## config.mk

```make
export PLATFORM = sky130hd
export DESIGN_NAME = cbus_arbiter
export DESIGN_NICKNAME = d
export VERILOG_FILES = /design/src/rtl/cbus_arbiter.sv
export SDC_FILE = /design/constraint.sdc
export NUM_CORES = 1
export LEC_CHECK = 0
export CAP_MARGIN = 20
export CORE_AREA = 4 4 252 254
export CTS_BUF_LIST = sky130_fd_sc_hd__clkbuf_16
export DETAILED_ROUTE_END_ITERATION = 6
export DIE_AREA = 0 0 256 258
export PLACE_DENSITY = 0.43
export SLEW_MARGIN = 20
export SYNTH_ARGS = -nofsm -noshare
export SYNTH_HDL_FRONTEND = slang
export SYNTH_SLANG_ARGS = --single-unit
```

## constraint.sdc

```tcl
create_clock -name clk -period 2 [get_ports clk]
set_input_delay 0.2 -clock clk [delete_from_list [all_inputs] [get_ports clk]]
set_output_delay 0.2 -clock clk [all_outputs]
set_load 0.01 [all_outputs]
```

## src/rtl/cbus_arbiter.sv

```systemverilog
// Two-port cbus arbiter: picks one requester (fixed priority or round-robin)
// and holds that grant for a whole burst until the downstream returns its last beat.
module cbus_arbiter #(
  parameter int unsigned ROUND_ROBIN = 0,
  localparam int unsigned AW = 64,
  localparam int unsigned DW = 64,
  localparam int unsigned SW = 8,
  localparam int unsigned ZW = 3,
  localparam int unsigned LW = 8,
  localparam int unsigned BW = 2
) (
  input  logic          clk,
  input  logic          reset,
  input  logic          m0_valid,
  input  logic [AW-1:0] m0_addr,
  input  logic [DW-1:0] m0_data,
  input  logic [SW-1:0] m0_strobe,
  input  logic [ZW-1:0] m0_size,
  input  logic [LW-1:0] m0_len,
  input  logic [BW-1:0] m0_burst,
  output logic          m0_ready,
  output logic          m0_last,
  output logic [DW-1:0] m0_rdata,
  input  logic          m1_valid,
  input  logic [AW-1:0] m1_addr,
  input  logic [DW-1:0] m1_data,
  input  logic [SW-1:0] m1_strobe,
  input  logic [ZW-1:0] m1_size,
  input  logic [LW-1:0] m1_len,
  input  logic [BW-1:0] m1_burst,
  output logic          m1_ready,
  output logic          m1_last,
  output logic [DW-1:0] m1_rdata,
  output logic          oreq_valid,
  output logic [AW-1:0] oreq_addr,
  output logic [DW-1:0] oreq_data,
  output logic [SW-1:0] oreq_strobe,
  output logic [ZW-1:0] oreq_size,
  output logic [LW-1:0] oreq_len,
  output logic [BW-1:0] oreq_burst,
  input  logic          oresp_ready,
  input  logic          oresp_last,
  input  logic [DW-1:0] oresp_data
);

  localparam logic [0:0] IDLE = 1'b0;
  localparam logic [0:0] BUSY = 1'b1;

  logic [0:0] state, state_next;
  logic       grant, grant_next;
  logic       prev, prev_next;
  logic       busy;

  // prev resets to 1 so port 0 wins the first round-robin tie
  always_ff @(posedge clk) begin
    if (reset) begin
      state <= IDLE;
      grant <= 1'b0;
      prev  <= 1'b1;
    end else begin
      state <= state_next;
      grant <= grant_next;
      prev  <= prev_next;
    end
  end

  always_comb begin
    state_next = state;
    grant_next = grant;
    prev_next  = prev;
    case (state)
      IDLE: begin
        if (m0_valid || m1_valid) begin
          state_next = BUSY;
          if (m0_valid && m1_valid) begin
            grant_next = (ROUND_ROBIN != 0) ? ~prev : 1'b0;
          end else begin
            grant_next = m1_valid;
          end
        end
      end
      BUSY: begin
        // Only the final accepted beat releases the bus; valid drops are ignored
        if (oresp_ready && oresp_last) begin
          state_next = IDLE;
          prev_next  = grant;
        end
      end
      default: state_next = IDLE;
    endcase
  end

  assign busy = (state == BUSY);

  // Request mux depends only on registered state and requester fields
  always_comb begin
    oreq_valid  = 1'b0;
    oreq_addr   = '0;
    oreq_data   = '0;
    oreq_strobe = '0;
    oreq_size   = '0;
    oreq_len    = '0;
    oreq_burst  = '0;
    if (busy) begin
      if (grant) begin
        oreq_valid  = m1_valid;
        oreq_addr   = m1_addr;
        oreq_data   = m1_data;
        oreq_strobe = m1_strobe;
        oreq_size   = m1_size;
        oreq_len    = m1_len;
        oreq_burst  = m1_burst;
      end else begin
        oreq_valid  = m0_valid;
        oreq_addr   = m0_addr;
        oreq_data   = m0_data;
        oreq_strobe = m0_strobe;
        oreq_size   = m0_size;
        oreq_len    = m0_len;
        oreq_burst  = m0_burst;
      end
    end
  end

  // Response demux: only the granted port sees the downstream response
  always_comb begin
    m0_ready = 1'b0;
    m0_last  = 1'b0;
    m0_rdata = '0;
    m1_ready = 1'b0;
    m1_last  = 1'b0;
    m1_rdata = '0;
    if (busy) begin
      if (grant) begin
        m1_ready = oresp_ready;
        m1_last  = oresp_last;
        m1_rdata = oresp_data;
      end else begin
        m0_ready = oresp_ready;
        m0_last  = oresp_last;
        m0_rdata = oresp_data;
      end
    end
  end

endmodule

```

Yosys cells after proc, flatten, opt, wreduce, memory -nomap -nowiden
Cells that the tools add are included.

Add/sub/neg operators: 0. Div/mod/pow operators: 0. Muxes and demuxes: 30. Shifts and indexed selects: 0. Eq/ne operators: 0. Bitwise operators: 1. Reduce and logical (&&, ||, !) cells: 4. $mul: 0. Magnitude comparators: 0.

Operators with widths (count): 2-to-1 mux 64 bit (8); 2-to-1 mux 8 bit (4); 2-to-1 mux 1 bit (13); 2-to-1 mux 3 bit (2); 2-to-1 mux 2 bit (2); logical AND 1 bit (2); case mux 1 bit (2 select lines) (1); AND reduction 2 bit (1); logical OR 1 bit (1); inverter 1 bit (1).

Bits in registers: 2. Output and inout bits: 282. Bits in writable memories: 0. Latch bits: 0. Bits of input ports: 368. Bits in read-only memories: 0. Memories: 0.

Depth between registers and ports, before layout
Gate-level depths: netlist (run 1).

Depth in word-level cells: 3. Gate-level depth with buffers: 5.

Least setup slack after synthesis (run 1)
No wires, ideal clock.

Kind: flip-flop to output port. Start point: reg state, in the netlist busy. End point: out m1_rdata[34]. Arrival time: 1.084 ns. Buffers on the path: 3. Slack: 0.716 ns. Stages on the path, launching flop included: 5. Cells stage by stage: dfxtp_1 buf_2 clkbuf_1 clkbuf_1 and3_1.

Cells in the longest elaborated chain, start to end: 1.

Ends and longest elaborated chain: start, declared (RTL line 49) `logic [0:0] state, state_next;`; start signal, assigned (RTL line 61) `state <= state_next;`; 2-to-1 mux 64 bit (RTL line 133) `if (busy) begin`; end, declared (RTL line 33) `output logic [DW-1:0] m1_rdata,`.

No other way between the ends.

Final worst setup path (run 1)
Start point: reg grant. End point: out oreq_data[30].

Cells in the longest elaborated chain, start to end: 2.

Ends and longest elaborated chain: start, declared (RTL line 50) `logic grant, grant_next;`; start signal, assigned (RTL line 62) `grant <= grant_next;`; 2-to-1 mux 64 bit (RTL line 105) `if (grant) begin`; 2-to-1 mux 64 bit (RTL line 104) `if (busy) begin`; end, declared (RTL line 36) `output logic [DW-1:0] oreq_data,`.

No other way between the ends.

==> results.py, run 1 <==
metrics = {
    "clock_network": {
        "htree_levels": 1,
        "ctsLongestPathBuffers": 2,
        "clock_latency_ns": 0.22,
        "cts_hold_buf": 0,
        "clock-sinks": 2,
        "clk_pin_slew_ns": 0.03,
        "cts_made_buffers": 3,
        "cts_tree": "built",
        "root_buffer": "clkbuf_16",
    },
    "timing": {
        "max_freq_ghz": 0.509,
        "setup_viol": 0,
        "period_share_pct": 98.2,
        "finalMaxSlewViolations": 0,
        "rsz0062_at_grt": "true",
        "setup_slack_ns": 0.0355,
        "worst_pin_slew_ns": 0.407,
        "finalClockSkew_ns": 0.00242,
        "hold_viol": 0,
        "slew_headroom_pct": 72.8,
        "fin_crit_ns": 1.96,
        "hold_slack_ns": 0.603,
    },
    "drt": {
        "via_per_inst": 3.18,
        "drc": 0,
        "vias": 6200,
        "wl_per_cell_um": 18.6,
        "met3_length_mm": 3.26,
        "wl_met1_mm": 12.9,
        "wl_met2_mm": 19.7,
        "routed_wl_mm": 36.3,
        "routed.top_layer": "met5",
        "drtAntennaViolNets": 0,
        "detail_route.iter0.violations": 178,
        "drtPass1Iterations": 4,
    },
    "grt": {
        "grt_pass1_vias": 6697,
        "grtUsageTotal_pct": 10.1,
        "grt.overflow.total": 0,
        "antenna_found_initial": 13,
        "grt_max_degree": 59,
        "grt_pass1_wl_mm": 49.2,
    },
    "setup_path": {
        "start_kind": "flip-flop",
        "reg2reg_depth": 5,
        "reg2reg_setup_slack_ns": 0.76,
        "required_ns": 1.80,
        "cp.arrival_ns": 1.76,
        "cp_max_fo": 13,
        "endpoint_kind": "output pin",
        "criticalPathCategory": "flip-flop to output pin",
    },
    "pwr": {
        "clockPowerShare_pct": 10.4,
        "internal_power_mw": 1.85,
        "power_frac_comb_pct": 87.9,
        "powerDensity_nw_per_um2": 256,
        "pwr-share-seq_pct": 1.7,
        "ir_worst_vdd_uv": 197,
        "p_sw_mw": 1.11,
        "swShare_pct": 37.6,
        "p_leak_nw": 6.19,
    },
    "floorplanning": {
        "dieArea_um2": 66000,
        "fp.dieW_um": 256,
        "coreArea_um2": 61300,
        "io_pins": 650,
        "dieHeight_um": 258,
        "initial_core_util_pct": 5.34,
        "num_rows": 91,
    },
    "synth": {
        "ys.flop_type": "dfxtp_1",
        "synth_edf_count": 0,
        "synth.top_cell.area_share_pct": 45.9,
        "syn_inst": 496,
        "ys_warn_count": 0,
        "synth_fp_nets": 864,
        "synth_cell_types": 17,
        "ys_ff_latch": 2,
        "seq_area_frac_synth_pct": 1.23,
        "syn-cell-area_um2": 3270,
        "netlist_top_cells_area": "mux2i_1, nor2_1, and2_1",
        "async_flop_share_pct": 0,
        "yosysTopAreaCell": "mux2i_1",
        "avgSynthCellArea_um2": 6.59,
        "yosys-top-cells-count": "mux2i_1, nor2_1, and2_1, and3_1, clkbuf_1",
    },
    "placed_design": {
        "portBuffers": 649,
        "hpwl_mm": 31.9,
        "gp_congestion": 0.907,
        "dpl_worst_slack_ns": -0.0236,
    },
    "finish": {
        "nNetsFinal": 1524,
        "drive_above_1_share_pct": 9.26,
        "area_growth_pct": 254,
        "multiInputGateArea_um2": 3030,
        "final-seq-area_um2": 47.5,
        "fillerInstances": 6923,
    },
    "job": {
        "max_cap_violations": 0,
    },
    "outcome": {
        "run_status": "complete, no violations",
    },
    "hold_path": {
        "whs_path_depth": 2,
        "hp-class": "primary input to flip-flop",
    },
}
## metal layers
layer / GRT usage [%] / vias to the layer above
li1: - / 2999
met1: 10.0 / 2772
met2: 20.1 / 389
met3: 3.97 / 26
met4: 1.25 / 14
met5: 0 / -
## power by group through the flow
stage / Clock (mW) / Sequential (mW) / Combinational (mW)
floorplan: 0 / 0.0443 / 0.817
global placement: 0 / 0.0502 / 2.65
detailed placement: 0 / 0.0506 / 2.65
CTS: 0.316 / 0.0507 / 2.67
global route: 0.321 / 0.0520 / 2.77
finish: 0.308 / 0.0507 / 2.60
## what timing repair did
action	CTS	global route
endpoints found under the setup margin	174	130
resized for setup	137	111
pin swaps	0	1
hold endpoints to repair	0	0
buffers inserted	9	3
cloned	3	0
## kinds of logic after synthesis
family | after synthesis | share of synthesized area [%]
compound gates | 2 | 0.536
buf+inv | 57 | 9.23
flops | 2 | 1.23
mux | 150 | 45.9
simple gates | 285 | 43.1
## state kept, by name, indices dropped and copies added, names as in the netlist
| register | flops |
|---|---|
| busy | 1 |
| grant | 1 |
## through the flow
step                      utilization, %  power, mW  area [um2]  cells  setup TNS, ns
after floorplan                        -      0.861        3270    496              0
after global placement              18.0       2.70       11000   1926              0
after detailed placement            18.0       2.70       11000   1926        -0.0236
after CTS                           18.4       3.03       11300   1942         -0.194
after global routing                18.9       3.14       11600   1946        -0.0457
final                               18.9       2.96       11600   1952              0
## final cells by class
type | instances | area share, %
well taps | 790 | 8.53
flip-flops and latches | 2 | 0.410
diodes | 7 | 0.151
clock buffers | 3 | 0.648
repair buffers | 710 | 63.9
multi-input cells | 437 | 26.2
inverters | 2 | 0.108
clock inverters | 1 | 0.0324
## critical path, stage by stage (launching register included)
cell             delay (ns)
dfxtp_4                0.39
buf_12                 0.17
buf_12                 0.18
mux2i_1                0.22
nor2_1                 0.08
clkdlybuf4s50_1        0.49
## placed cells by master, fill, tap and decap left out, types with 7 or more instances in the layout
cell type        Yosys  routed
and2_1              66      65
and3_1              66      66
buf_12               0      21
buf_4                2      45
buf_6                7       7
clkdlybuf4s50_1      0     436
diode_2              0       7
dlygate4sd2_1        0      99
dlymetal6s2s_1       0      94
mux2i_1            150     133
mux2i_2              0      13
nor2_1             150     148
## path summary, 6_finish.rpt
path               from            end
setup / recovery  grant  oreq_data[30]
hold / removal    reset           busy
setup reg to reg  grant          grant
hold reg to reg    busy           busy
Power figures use the tool's default switching activity.
==> run 2, diff against run 1 <==
Settings changed: ABC_CLOCK_PERIOD_IN_PS from default to 2000, CTS_BUF_LIST sky130_fd_sc_hd__clkbuf_16 to sky130_fd_sc_hd__clkbuf_8 sky130_fd_sc_hd__clkbuf_16.
==> results of run 2 <==
No change in the layout: final DEF, timing and power equal those of run 1.
==> run 3, diff against run 2 <==
Settings changed: GPL_TIMING_DRIVEN from default to 0.
==> run 3 against run 2 <==
Effect of this change: the run now ends with negative setup slack left; global-route usage is 0.15 points higher; flip-flop and latch count did not move; hold slack got worse by 0.029 ns; routed wire length up 1.8%; critical path depth stayed put; first-iteration DRC count stayed put; non-clock buffer count rose by 1; critical path type unchanged.
==> results.py, run 3 (synthesis gave the netlist of run 1 again) <==
metrics = {
    "pwr": {
        "swShare_pct": 39.3,
        "pwr-share-seq_pct": 1.5,
        "p_leak_nw": 5.76,
        "p_sw_mw": 1.19,
        "ir_worst_vdd_uv": 143,
        "internal_power_mw": 1.83,
        "finalPower_mw": 3.02,
        "power_frac_comb_pct": 88.6,
        "powerDensity_nw_per_um2": 261,
        "clockPowerShare_pct": 9.9,
    },
    "finish": {
        "mostFrequentLayoutCells": "clkdlybuf4s50_1, nor2_1, mux2i_1, dlygate4sd2_1, dlymetal6s2s_1",
        "final_core_util_pct": 18.9,
        "layout_commonest_cell": "clkdlybuf4s50_1",
        "nNetsFinal": 1525,
        "final_area_um2": 11600,
        "area_growth_pct": 253,
        "drive_above_1_share_pct": 12.9,
    },
    "grt": {
        "grtUsageTotal_pct": 10.2,
        "grt_pass1_wl_mm": 50.0,
        "grt_pass1_vias": 6818,
        "grt_max_degree": 11,
        "grt.overflow.total": 0,
        "antenna_found_initial": 1,
    },
    "placed_design": {
        "hpwl_mm": 33.8,
        "gp_congestion": 0.900,
        "dpl_worst_slack_ns": -0.889,
        "place_area_um2": 10800,
        "portBuffers": 649,
    },
    "timing": {
        "setup_viol": 51,
        "finalMaxSlewViolations": 0,
        "max_freq_ghz": 0.474,
        "fin_crit_ns": 2.11,
        "slew_headroom_pct": 74.6,
        "final.setup.tns_ns": -1.87,
        "finalClockSkew_ns": 0.00162,
        "hold_viol": 0,
        "worst_pin_slew_ns": 0.381,
        "setup_slack_ns": -0.112,
        "period_share_pct": 106,
        "rsz0062_at_grt": "true",
    },
    "setup_path": {
        "cp_max_fo": 10,
        "reg2reg_depth": 4,
        "worstReg2RegStart": "grant",
        "reg2reg_setup_slack_ns": 0.90,
        "cp.arrival_ns": 1.91,
        "regToRegEndpoint": "grant",
        "required_ns": 1.80,
        "criticalPathCategory": "flip-flop to output pin",
        "start_kind": "flip-flop",
        "endpoint_kind": "output pin",
    },
    "drt": {
        "drc": 0,
        "routed_wl_mm": 37.0,
        "via_per_inst": 3.21,
        "drtAntennaViolNets": 0,
        "vias": 6238,
        "wl_per_cell_um": 19.0,
        "drtPass1Iterations": 4,
        "detail_route.iter0.violations": 178,
    },
    "clock_network": {
        "htree_levels": 1,
        "clock-sinks": 2,
        "clock_latency_ns": 0.22,
        "ctsLongestPathBuffers": 2,
        "cts_tree": "built",
        "cts_made_buffers": 3,
        "root_buffer": "clkbuf_16",
        "clk_pin_slew_ns": 0.03,
        "cts_hold_buf": 0,
    },
    "floorplanning": {
        "num_rows": 91,
        "dieArea_um2": 66000,
        "coreArea_um2": 61300,
        "io_pins": 650,
        "fp.dieW_um": 256,
        "dieHeight_um": 258,
        "initial_core_util_pct": 5.34,
    },
    "job": {
        "max_cap_violations": 0,
    },
    "hold_path": {
        "whs_path_depth": 2,
        "hold_end": "grant",
        "hp-class": "primary input to flip-flop",
        "worstHoldStart": "reset",
    },
    "outcome": {
        "run_status": "complete, but fails checks",
        "violations": "negative setup slack",
    },
}
## run 3: worst max-delay path by stage
stage | from | to | cells after the start
after floorplan | busy | m1_rdata[34] | 4
after global placement | busy | oreq_addr[38] | 6
after detailed placement | busy | oreq_addr[38] | 6
after CTS | grant | oreq_addr[53] | 6
after global routing | grant | oreq_data[58] | 7
final | grant | oreq_size[1] | 5
## run 3: layout make-up
type                            instances  area, um2
Multi-Input combinational cell        437       3300
Clock buffer                            3       75.1
Fill cell                            6951      49700
Timing Repair Buffer                  656       6510
Sequential cell                         2       41.3
Inverter                                2       12.5
Antenna cell                            1       2.50
Buffer                                 55        618
Tap cell                              790        988
## run 3: worst max-delay path, stage by stage (launching register included)
cell	delay [ns]
dfxtp_2	0.34
buf_12	0.17
buf_4	0.26
mux2i_2	0.32
nor2_1	0.08
clkdlybuf4s50_1	0.51
## run 3: what timing repair did
| item | 4_1_cts | 5_1_grt |
|---|---|---|
| endpoints found under the setup margin | 282 | 159 |
| hold endpoints to repair | 0 | 0 |
| setup buffers | 3 | 4 |
| pin swaps | 0 | 0 |
| gates resized for setup | 319 | 144 |
## run 3: power by group through the flow
| stage | clock network, mW | registers, mW | logic, mW |
|---|---|---|---|
| final | 0.299 | 0.0457 | 2.67 |
| after global routing | 0.312 | 0.0461 | 2.84 |
| after CTS | 0.305 | 0.0458 | 2.72 |
| after detailed placement | 0 | 0.0447 | 2.62 |
| after global placement | 0 | 0.0445 | 2.61 |
| after floorplan | 0 | 0.0443 | 0.817 |
## run 3: stage by stage
stage | hold WS [ns] | cells
floorplan | 0.278 | 496
global placement | 0.769 | 1935
CTS | 0.577 | 1941
detailed placement | 0.793 | 1935
finish | 0.574 | 1946
global route | 0.578 | 1945
## run 3: layer usage
| metal | global-route usage, % | wire length [um] | vias to the layer above |
|---|---|---|---|
| li1 | - | - | 3000 |
| met1 | 10.7 | 13500 | 2822 |
| met2 | 20.6 | 20300 | 398 |
| met3 | 2.54 | 2590 | 18 |
| met4 | 1.90 | 660 | 0 |
| met5 | 0 | 0 | - |
